$ cat src/rtl/mem_access_sequencer.sv
// Load/store sequencer: breaks byte/half/word requests into single-byte
// memory cycles (big-endian, MSB first) and sign/zero-extends load data.
module mem_access_sequencer #(
    parameter int ADDR_W = 32,
    parameter int DATA_W = 32,
    parameter int MEM_AW = 8
) (
    input  logic              clk,
    input  logic              reset,
    input  logic              req_valid,
    output logic              req_ready,
    input  logic              req_we,
    input  logic [1:0]        req_size,
    input  logic              req_unsigned,
    input  logic [ADDR_W-1:0] req_addr,
    input  logic [DATA_W-1:0] req_wdata,
    output logic              resp_valid,
    output logic [DATA_W-1:0] resp_rdata,
    output logic              resp_err,
    output logic              busy,
    output logic [MEM_AW-1:0] mem_addr,
    output logic              mem_we,
    output logic [7:0]        mem_wdata,
    input  logic [7:0]        mem_rdata
);

    typedef enum logic [1:0] {IDLE, ACCESS, RESP} state_t;

    state_t              state_q;
    logic                we_q, uns_q;
    logic [1:0]          last_q, cnt_q;   // last_q = N-1
    logic [MEM_AW-1:0]   addr_q;
    logic [DATA_W-1:0]   wdata_q, acc_q;
    logic                mem_we_q;
    logic [MEM_AW-1:0]   mem_addr_q;
    logic [7:0]          mem_wdata_q;
    logic                resp_valid_q, resp_err_q;
    logic [DATA_W-1:0]   resp_rdata_q;

    logic [1:0]          req_last;
    logic [ADDR_W:0]     req_end;
    logic                req_err;
    logic [1:0]          cnt_d;
    logic [DATA_W-1:0]   acc_d;

    // Byte idx of a right-justified word, byte 0 = bits [7:0]
    function automatic logic [7:0] byte_sel(input logic [DATA_W-1:0] d, input logic [1:0] idx);
        return d[{idx, 3'b000} +: 8];
    endfunction

    // Extend the low N bytes of the accumulator to a full word
    function automatic logic [DATA_W-1:0] extend(input logic [DATA_W-1:0] v, input logic [1:0] last,
                                                 input logic uns);
        case (last)
            2'd0:    return {{(DATA_W-8){~uns & v[7]}}, v[7:0]};
            2'd1:    return {{(DATA_W-16){~uns & v[15]}}, v[15:0]};
            default: return v;
        endcase
    endfunction

    // Request decode: size, alignment and range check (end address computed one bit wider)
    always_comb begin
        case (req_size)
            2'b00:   req_last = 2'd0;
            2'b01:   req_last = 2'd1;
            default: req_last = 2'd3;
        endcase
        req_end = {1'b0, req_addr} + (ADDR_W+1)'(req_last);
        req_err = (req_size == 2'b11)
                | ((req_size == 2'b01) & req_addr[0])
                | ((req_size == 2'b10) & (req_addr[1:0] != 2'b00))
                | (|req_end[ADDR_W:MEM_AW]);
        cnt_d   = cnt_q + 2'd1;
        acc_d   = {acc_q[DATA_W-9:0], mem_rdata};
    end

    // Sequencer FSM; memory-side outputs are registered one cycle ahead of use
    always_ff @(posedge clk) begin
        if (reset) begin
            state_q      <= IDLE;
            we_q         <= 1'b0;
            uns_q        <= 1'b0;
            last_q       <= 2'd0;
            cnt_q        <= 2'd0;
            addr_q       <= '0;
            wdata_q      <= '0;
            acc_q        <= '0;
            mem_we_q     <= 1'b0;
            mem_addr_q   <= '0;
            mem_wdata_q  <= '0;
            resp_valid_q <= 1'b0;
            resp_err_q   <= 1'b0;
            resp_rdata_q <= '0;
        end else begin
            case (state_q)
                IDLE: begin
                    resp_valid_q <= 1'b0;
                    resp_err_q   <= 1'b0;
                    resp_rdata_q <= '0;
                    if (req_valid) begin
                        we_q    <= req_we;
                        uns_q   <= req_unsigned;
                        last_q  <= req_last;
                        addr_q  <= req_addr[MEM_AW-1:0];
                        wdata_q <= req_wdata;
                        cnt_q   <= 2'd0;
                        acc_q   <= '0;
                        if (req_err) begin
                            state_q      <= RESP;
                            resp_valid_q <= 1'b1;
                            resp_err_q   <= 1'b1;
                        end else begin
                            state_q     <= ACCESS;
                            mem_we_q    <= req_we;
                            mem_addr_q  <= req_addr[MEM_AW-1:0];
                            mem_wdata_q <= req_we ? byte_sel(req_wdata, req_last) : 8'h00;
                        end
                    end
                end
                ACCESS: begin
                    if (!we_q) acc_q <= acc_d;
                    if (cnt_q == last_q) begin
                        state_q      <= RESP;
                        mem_we_q     <= 1'b0;
                        mem_addr_q   <= '0;
                        mem_wdata_q  <= '0;
                        resp_valid_q <= 1'b1;
                        resp_rdata_q <= we_q ? '0 : extend(acc_d, last_q, uns_q);
                    end else begin
                        cnt_q       <= cnt_d;
                        mem_addr_q  <= addr_q + MEM_AW'(cnt_d);
                        mem_wdata_q <= we_q ? byte_sel(wdata_q, last_q - cnt_d) : 8'h00;
                    end
                end
                RESP: begin
                    state_q      <= IDLE;
                    resp_valid_q <= 1'b0;
                    resp_err_q   <= 1'b0;
                    resp_rdata_q <= '0;
                end
                default: state_q <= IDLE;
            endcase
        end
    end

    // Ready and write strobe are gated by reset so nothing is accepted or written in a reset cycle
    assign req_ready  = (state_q == IDLE) & ~reset;
    assign busy       = (state_q != IDLE);
    assign mem_we     = mem_we_q & ~reset;
    assign mem_addr   = mem_addr_q;
    assign mem_wdata  = mem_wdata_q;
    assign resp_valid = resp_valid_q;
    assign resp_err   = resp_err_q;
    assign resp_rdata = resp_rdata_q;

endmodule

$ cat config.mk
export PLATFORM = sky130hd
export DESIGN_NAME = mem_access_sequencer
export DESIGN_NICKNAME = d
export VERILOG_FILES = /design/src/rtl/mem_access_sequencer.sv
export SDC_FILE = /design/constraint.sdc
export NUM_CORES = 1
export LEC_CHECK = 0
export CORE_MARGIN = 4
export CORE_UTILIZATION = 40
export CTS_CLUSTER_DIAMETER = 50
export DETAILED_ROUTE_END_ITERATION = 8
export GPL_ROUTABILITY_DRIVEN = 0
export PLACE_DENSITY = 0.76
export REMOVE_ABC_BUFFERS = 1
export SLEW_MARGIN = 0
export SYNTH_ARGS = -nofsm -noshare
export SYNTH_HDL_FRONTEND = slang
export SYNTH_SLANG_ARGS = --single-unit
$ cat constraint.sdc
create_clock -name clk -period 3.9 [get_ports clk]
set_clock_uncertainty 0.15 [all_clocks]
set_input_delay 0.78 -clock clk [delete_from_list [all_inputs] [get_ports clk]]
set_output_delay 0.78 -clock clk [all_outputs]
set_load 0.01 [all_outputs]
### Yosys cells after proc, flatten, opt, wreduce, memory -nomap -nowiden

Index checks and enable logic that the tools add are counted.

* input port bits: 79
* bits in registers: 123

* reductions and logical operators: 19
* equality and inequality tests: 12
* shift operators: 2
* bitwise operators: 11
* muxes and demuxes: 34
* add/sub/neg operators: 4

Operators with widths (number)
* one-hot mux 32 bit (2 select lines): 2
* 2-to-1 mux 32 bit: 2
* 2-to-1 mux 8 bit: 8
* indexed part select 32 x 6 -> 8 bit: 2
* 2-to-1 mux 24 bit: 2
* one-hot mux 24 bit (2 select lines): 1
* adder 32 x 2 -> 33 bit: 1
* one-hot mux 8 bit (2 select lines): 2
* OR reduction 25 bit: 1
* one-hot mux 2 bit (2 select lines): 3
* 2-to-1 mux 2 bit: 5
* inequality test 2 bit, second input constant: 5
* nonzero test 2 bit: 5
* AND reduction 3 bit: 3
* adder 8 x 2 -> 8 bit: 1
* AND reduction 2 bit: 4
* AND 1 bit: 6
* == test 2 x 1 -> 1 bit, second input constant: 3
* == test 2 bit, second input constant: 3
* zero test 2 bit: 3
* 2-to-1 mux 1 bit: 6
* one-hot mux 1 bit (2 select lines): 2
* AND reduction 4 bit: 1
* OR 1 bit: 3
* other kinds (7): 8

### Logic depth before layout (Yosys ltp)

* word-level depth: 8
* gate-level depth with buffers: 12

### Worst setup path after synthesis

No wires, ideal clock.

* kind: input to register
* start: in req_size[1]
* end: reg mem_addr_q[3] (netlist: mem_addr[3])
* data arrival time: 3.052 ns
* buffers on the path: 1
* data required time: 3.634 ns
* library setup time: 0.116 ns
* stages on the path: 10
* setup slack: 0.582 ns
* cell sequence: ha_1 -> o211ai_1 -> a2111oi_4 -> nand4_1 -> o2bb2ai_1 -> o2111ai_1 -> o41ai_4 -> buf_6 -> o221ai_1 -> o211a_1

* cells in the longest elaborated chain, start to end: 7
* elaborated cells between the ends (all ways): 14

RTL lines
* from (decl): line 13 `input logic [1:0] req_size,`
* == test 2 x 1 -> 1 bit or zero test 2 bit (tied branches): line 63, 70
* one-hot mux 2 bit (2 select lines) or AND 1 bit (tied branches): line 63, 70
* adder 32 x 2 -> 33 bit or OR 1 bit (tied branches): line 68, 70
* OR reduction 25 bit or OR 1 bit (tied branches): line 72, 71
* OR 1 bit (*): line 72 `| (|req_end[ADDR_W:MEM_AW]);`
* inequality test 2 bit (no source line) (*)
* AND reduction 3 bit (no source line) (*)
* to (signal assigned): line 115 `mem_addr_q <= req_addr[MEM_AW-1:0];`
* to (signal assigned): line 131 `mem_addr_q <= addr_q + MEM_AW'(cnt_d);`
* to (decl): line 35 `logic [MEM_AW-1:0] mem_addr_q;`

Every way passes the cells marked *; elsewhere a longest branch is shown, timed or not.
A chain may end at the register's enable or synchronous reset.

### Worst setup path in the final report

* start: in req_size[1]
* end: reg mem_we_q

* cells in the longest elaborated chain, start to end: 7
* elaborated cells between the ends (all ways): 14

RTL lines
* == test 2 x 1 -> 1 bit or zero test 2 bit (tied branches): line 63, 70
* one-hot mux 2 bit (2 select lines) or AND 1 bit (tied branches): line 63, 70
* adder 32 x 2 -> 33 bit or OR 1 bit (tied branches): line 68, 70
* OR reduction 25 bit or OR 1 bit (tied branches): line 72, 71
* OR 1 bit (*): line 72
* inequality test 2 bit (no source line) (*)
* AND reduction 4 bit (no source line) (*)
* to (signal assigned): line 114 `mem_we_q <= req_we;`
* to (decl): line 34 `logic mem_we_q;`

Marks and branches as above.

==> impl_metrics.yaml <==
timing:
  fmax_ghz: 0.272
  setup_violations: 0
  rsz0062_at_grt: "no"
  finalSetupTns_ns: 0
  hold_viol_final: 0
  min_period_ns: 3.67
  slew_headroom_pct: 40.3
  final_max_slew_viol_count: 0
  worst_pin_slew_ns: 0.893
  worst_slack_ns: 0.229
  post-route-period-util_pct: 94.1
layout:
  final_layout_size_suffix_gt1_share_pct: 8.77
  layout_commonest_cell: "nand2_1"
  antenna_cells: 0
  finalNetCount: 943
  seq_area_um2: 2460
  fillers: 1335
  most-common-layout-cells: "135 x nand2_1, 130 x clkdlybuf4s50_1, 123 x dfxtp_1"
  final_cell_area_um2: 8000
  multi_input_comb_area_um2: 3140
  syn2layout_area_growth_pct: 35.3
pwr:
  switching_share_pct: 24.6
  pwr-share-comb_pct: 13.6
  pwr-share-seq_pct: 40.3
  p_int_mw: 2.49
  clkPwrFrac_pct: 46.1
  p_switching_mw: 0.814
  finalPower_mw: 3.31
  power_density_nw_per_um2: 413
  p_leak_nw: 2.97
  vdd_drop_max_mv: 0.268
worst_setup_path:
  cp.required_ns: 4.05
  critPathCaptureType: "flop"
  cp_max_fo: 31
  crit_type: "input pin to flop"
  startpoint: "req_size[1]"
  arrival_ns: 3.82
  worstReg2RegStart: "last_q[0]"
  start_kind: "input pin"
flow_run:
  drv_cap: 0
floorplanning:
  start_util_pct: 40.7
  dieHeight_um: 130
  rows: 44
  die_w_um: 130
  die_area_um2: 16800
  core_um2: 14500
  design.portCount: 132
logic_synthesis:
  synth.ff_latch_count: 123
  async_flop_share_pct: 0
  ys_warn_count: 0
  synth_edf_count: 0
  netlist_area_um2: 5910
  syn_inst: 736
  synth-seq-area-share_pct: 41.6
  synthFlopType: "dfxtp_1"
  ys_types: 57
  avgSynthCellArea_um2: 8.04
routing:
  wire_per_inst_um: 15.4
  ant_nets: 0
  drc: 0
  dr.pass1.iters: 5
  vias_per_cell: 5.37
  dr_total_vias: 5646
  drt_iter0_drc: 450
  drt-total-wl_um: 16100
clocking:
  cts.path.max_buffers: 2
  cts_setup_buffers: 0
  cts_hold_buf: 0
  cts-resized-gates: 0
  clkTransAtPathRegs_ns: 0.05
  htree_levels: 4
  numCtsBuffers: 17
  clock-sinks: 123
  insertion_delay_ns: 0.41
  cts_tree: "yes"
  root_buffer: "clkbuf_16"
place:
  portBuffers: 131
  place_area_um2: 7430
  dp_hpwl_um: 10900
  dp_slack_ns: -0.178
status:
  outcome: "finished clean"
grt:
  grt_pass1_vias: 5207
  grt_usage_pct: 18.9
  grt_antenna_before_repair: 0
  grt_pass1_wl_um: 25800
  grt_overflow: 0
  grt_max_degree: 64
hold_path:
  hp-class: "flop to flop"
  min_from: "resp_rdata[6]"
## final cells by class
| cell class | instances | share of cell area (%) |
|---|---|---|
| multi-input combinational | 535 | 39.3 |
| sequential | 123 | 30.8 |
| timing repair buffer | 157 | 19.0 |
| clock buffer | 24 | 6.02 |
| tap | 184 | 2.88 |
| clock inverter | 7 | 1.13 |
| inverter | 21 | 0.985 |
## cells in the mapped netlist, drive strengths merged, types with 3 or more instances
master / instances / area, um2
nor3: 27 / 135
nor2b: 23 / 144
nand2: 135 / 507
nand4: 7 / 43.8
nor4: 3 / 18.8
o221ai: 7 / 61.3
a21oi: 110 / 551
o211a: 8 / 80.1
a211oi: 18 / 180
xor2: 9 / 78.8
dfxtp: 123 / 2460
ha: 8 / 100
nand3: 38 / 190
a2111oi: 3 / 45.1
buf: 19 / 90.1
a31oi: 3 / 18.8
o21ai: 23 / 115
o211ai: 3 / 22.5
mux4: 8 / 180
a22oi: 8 / 60.1
mux2i: 9 / 90.1
inv: 20 / 75.1
nor2: 47 / 176
xnor2: 6 / 52.6
clkbuf: 38 / 143
## routing by layer
layer	vias up	global-route usage, %	share of wire (%)
met5	-	0	0
met1	2603	25.1	44
met2	192	31.1	48
li1	2825	-	-
met4	0	6.42	2.0
met3	26	3.63	6.2
## path summary, 6_finish.rpt
path / to / slack, ns / cells after the start
setup / recovery: mem_we_q / 0.23 / 12
hold / removal: resp_rdata[6] / 0.30 / 2
setup reg to reg: resp_rdata[22] / 1.03 / 9
hold reg to reg: resp_rdata[6] / 0.30 / 2
## worst max-delay path, cell delays in order
cell	delay, ns
clkdlybuf4s50_1	0.50
buf_4	0.20
o211ai_1	0.34
a2111oi_4	0.14
buf_4	0.16
a2111oi_0	0.38
a21o_1	0.13
o2111ai_1	0.21
o41ai_4	0.42
buf_12	0.23
a21boi_0	0.10
a41o_1	0.20
## kinds of logic (layout without fill, tap and decap cells)
logic type               after synthesis  after routing  synth area share [%]
flip-flops                           123            123                  41.6
multiplexers                          17             17                  4.57
XOR/XNOR                              15             15                  2.22
AO/OA/AOI/OAI                        196            196                  21.2
AND/OR/NAND/NOR                      298            298                  23.0
buffers and inverters                 78            209                  5.27
adder cells (fa/ha/maj)                9              9                  2.03
## power groups by stage
stage / registers (mW) / clock network [mW] / logic (mW)
6_report: 1.33 / 1.52 / 0.451
5_1_grt: 1.34 / 1.59 / 0.496
4_1_cts: 1.33 / 1.54 / 0.453
3_5_place_dp: 1.36 / 0 / 0.451
3_3_place_gp: 1.36 / 0 / 0.447
2_1_floorplan: 1.36 / 0 / 0.209
## state kept, by name (all words and copies together) (netlist names), 2 cells and up
name	cells
wdata_q	32
acc_q	24
state_q	2
mem_addr	8
resp_rdata	32
mem_wdata	8
addr_q	8
cnt_q	2
last_q	2
## metrics by stage
stage | hold WS (ns) | util (%) | std cells
3_3_place_gp | 0.288 | 51.1 | 1020
4_1_cts | 0.300 | 55.0 | 1051
5_1_grt | 0.314 | 55.0 | 1051
3_5_place_dp | 0.293 | 51.1 | 1020
6_report | 0.299 | 55.0 | 1051
2_1_floorplan | 0.276 | - | 679
Power figures use the tool's default switching activity.
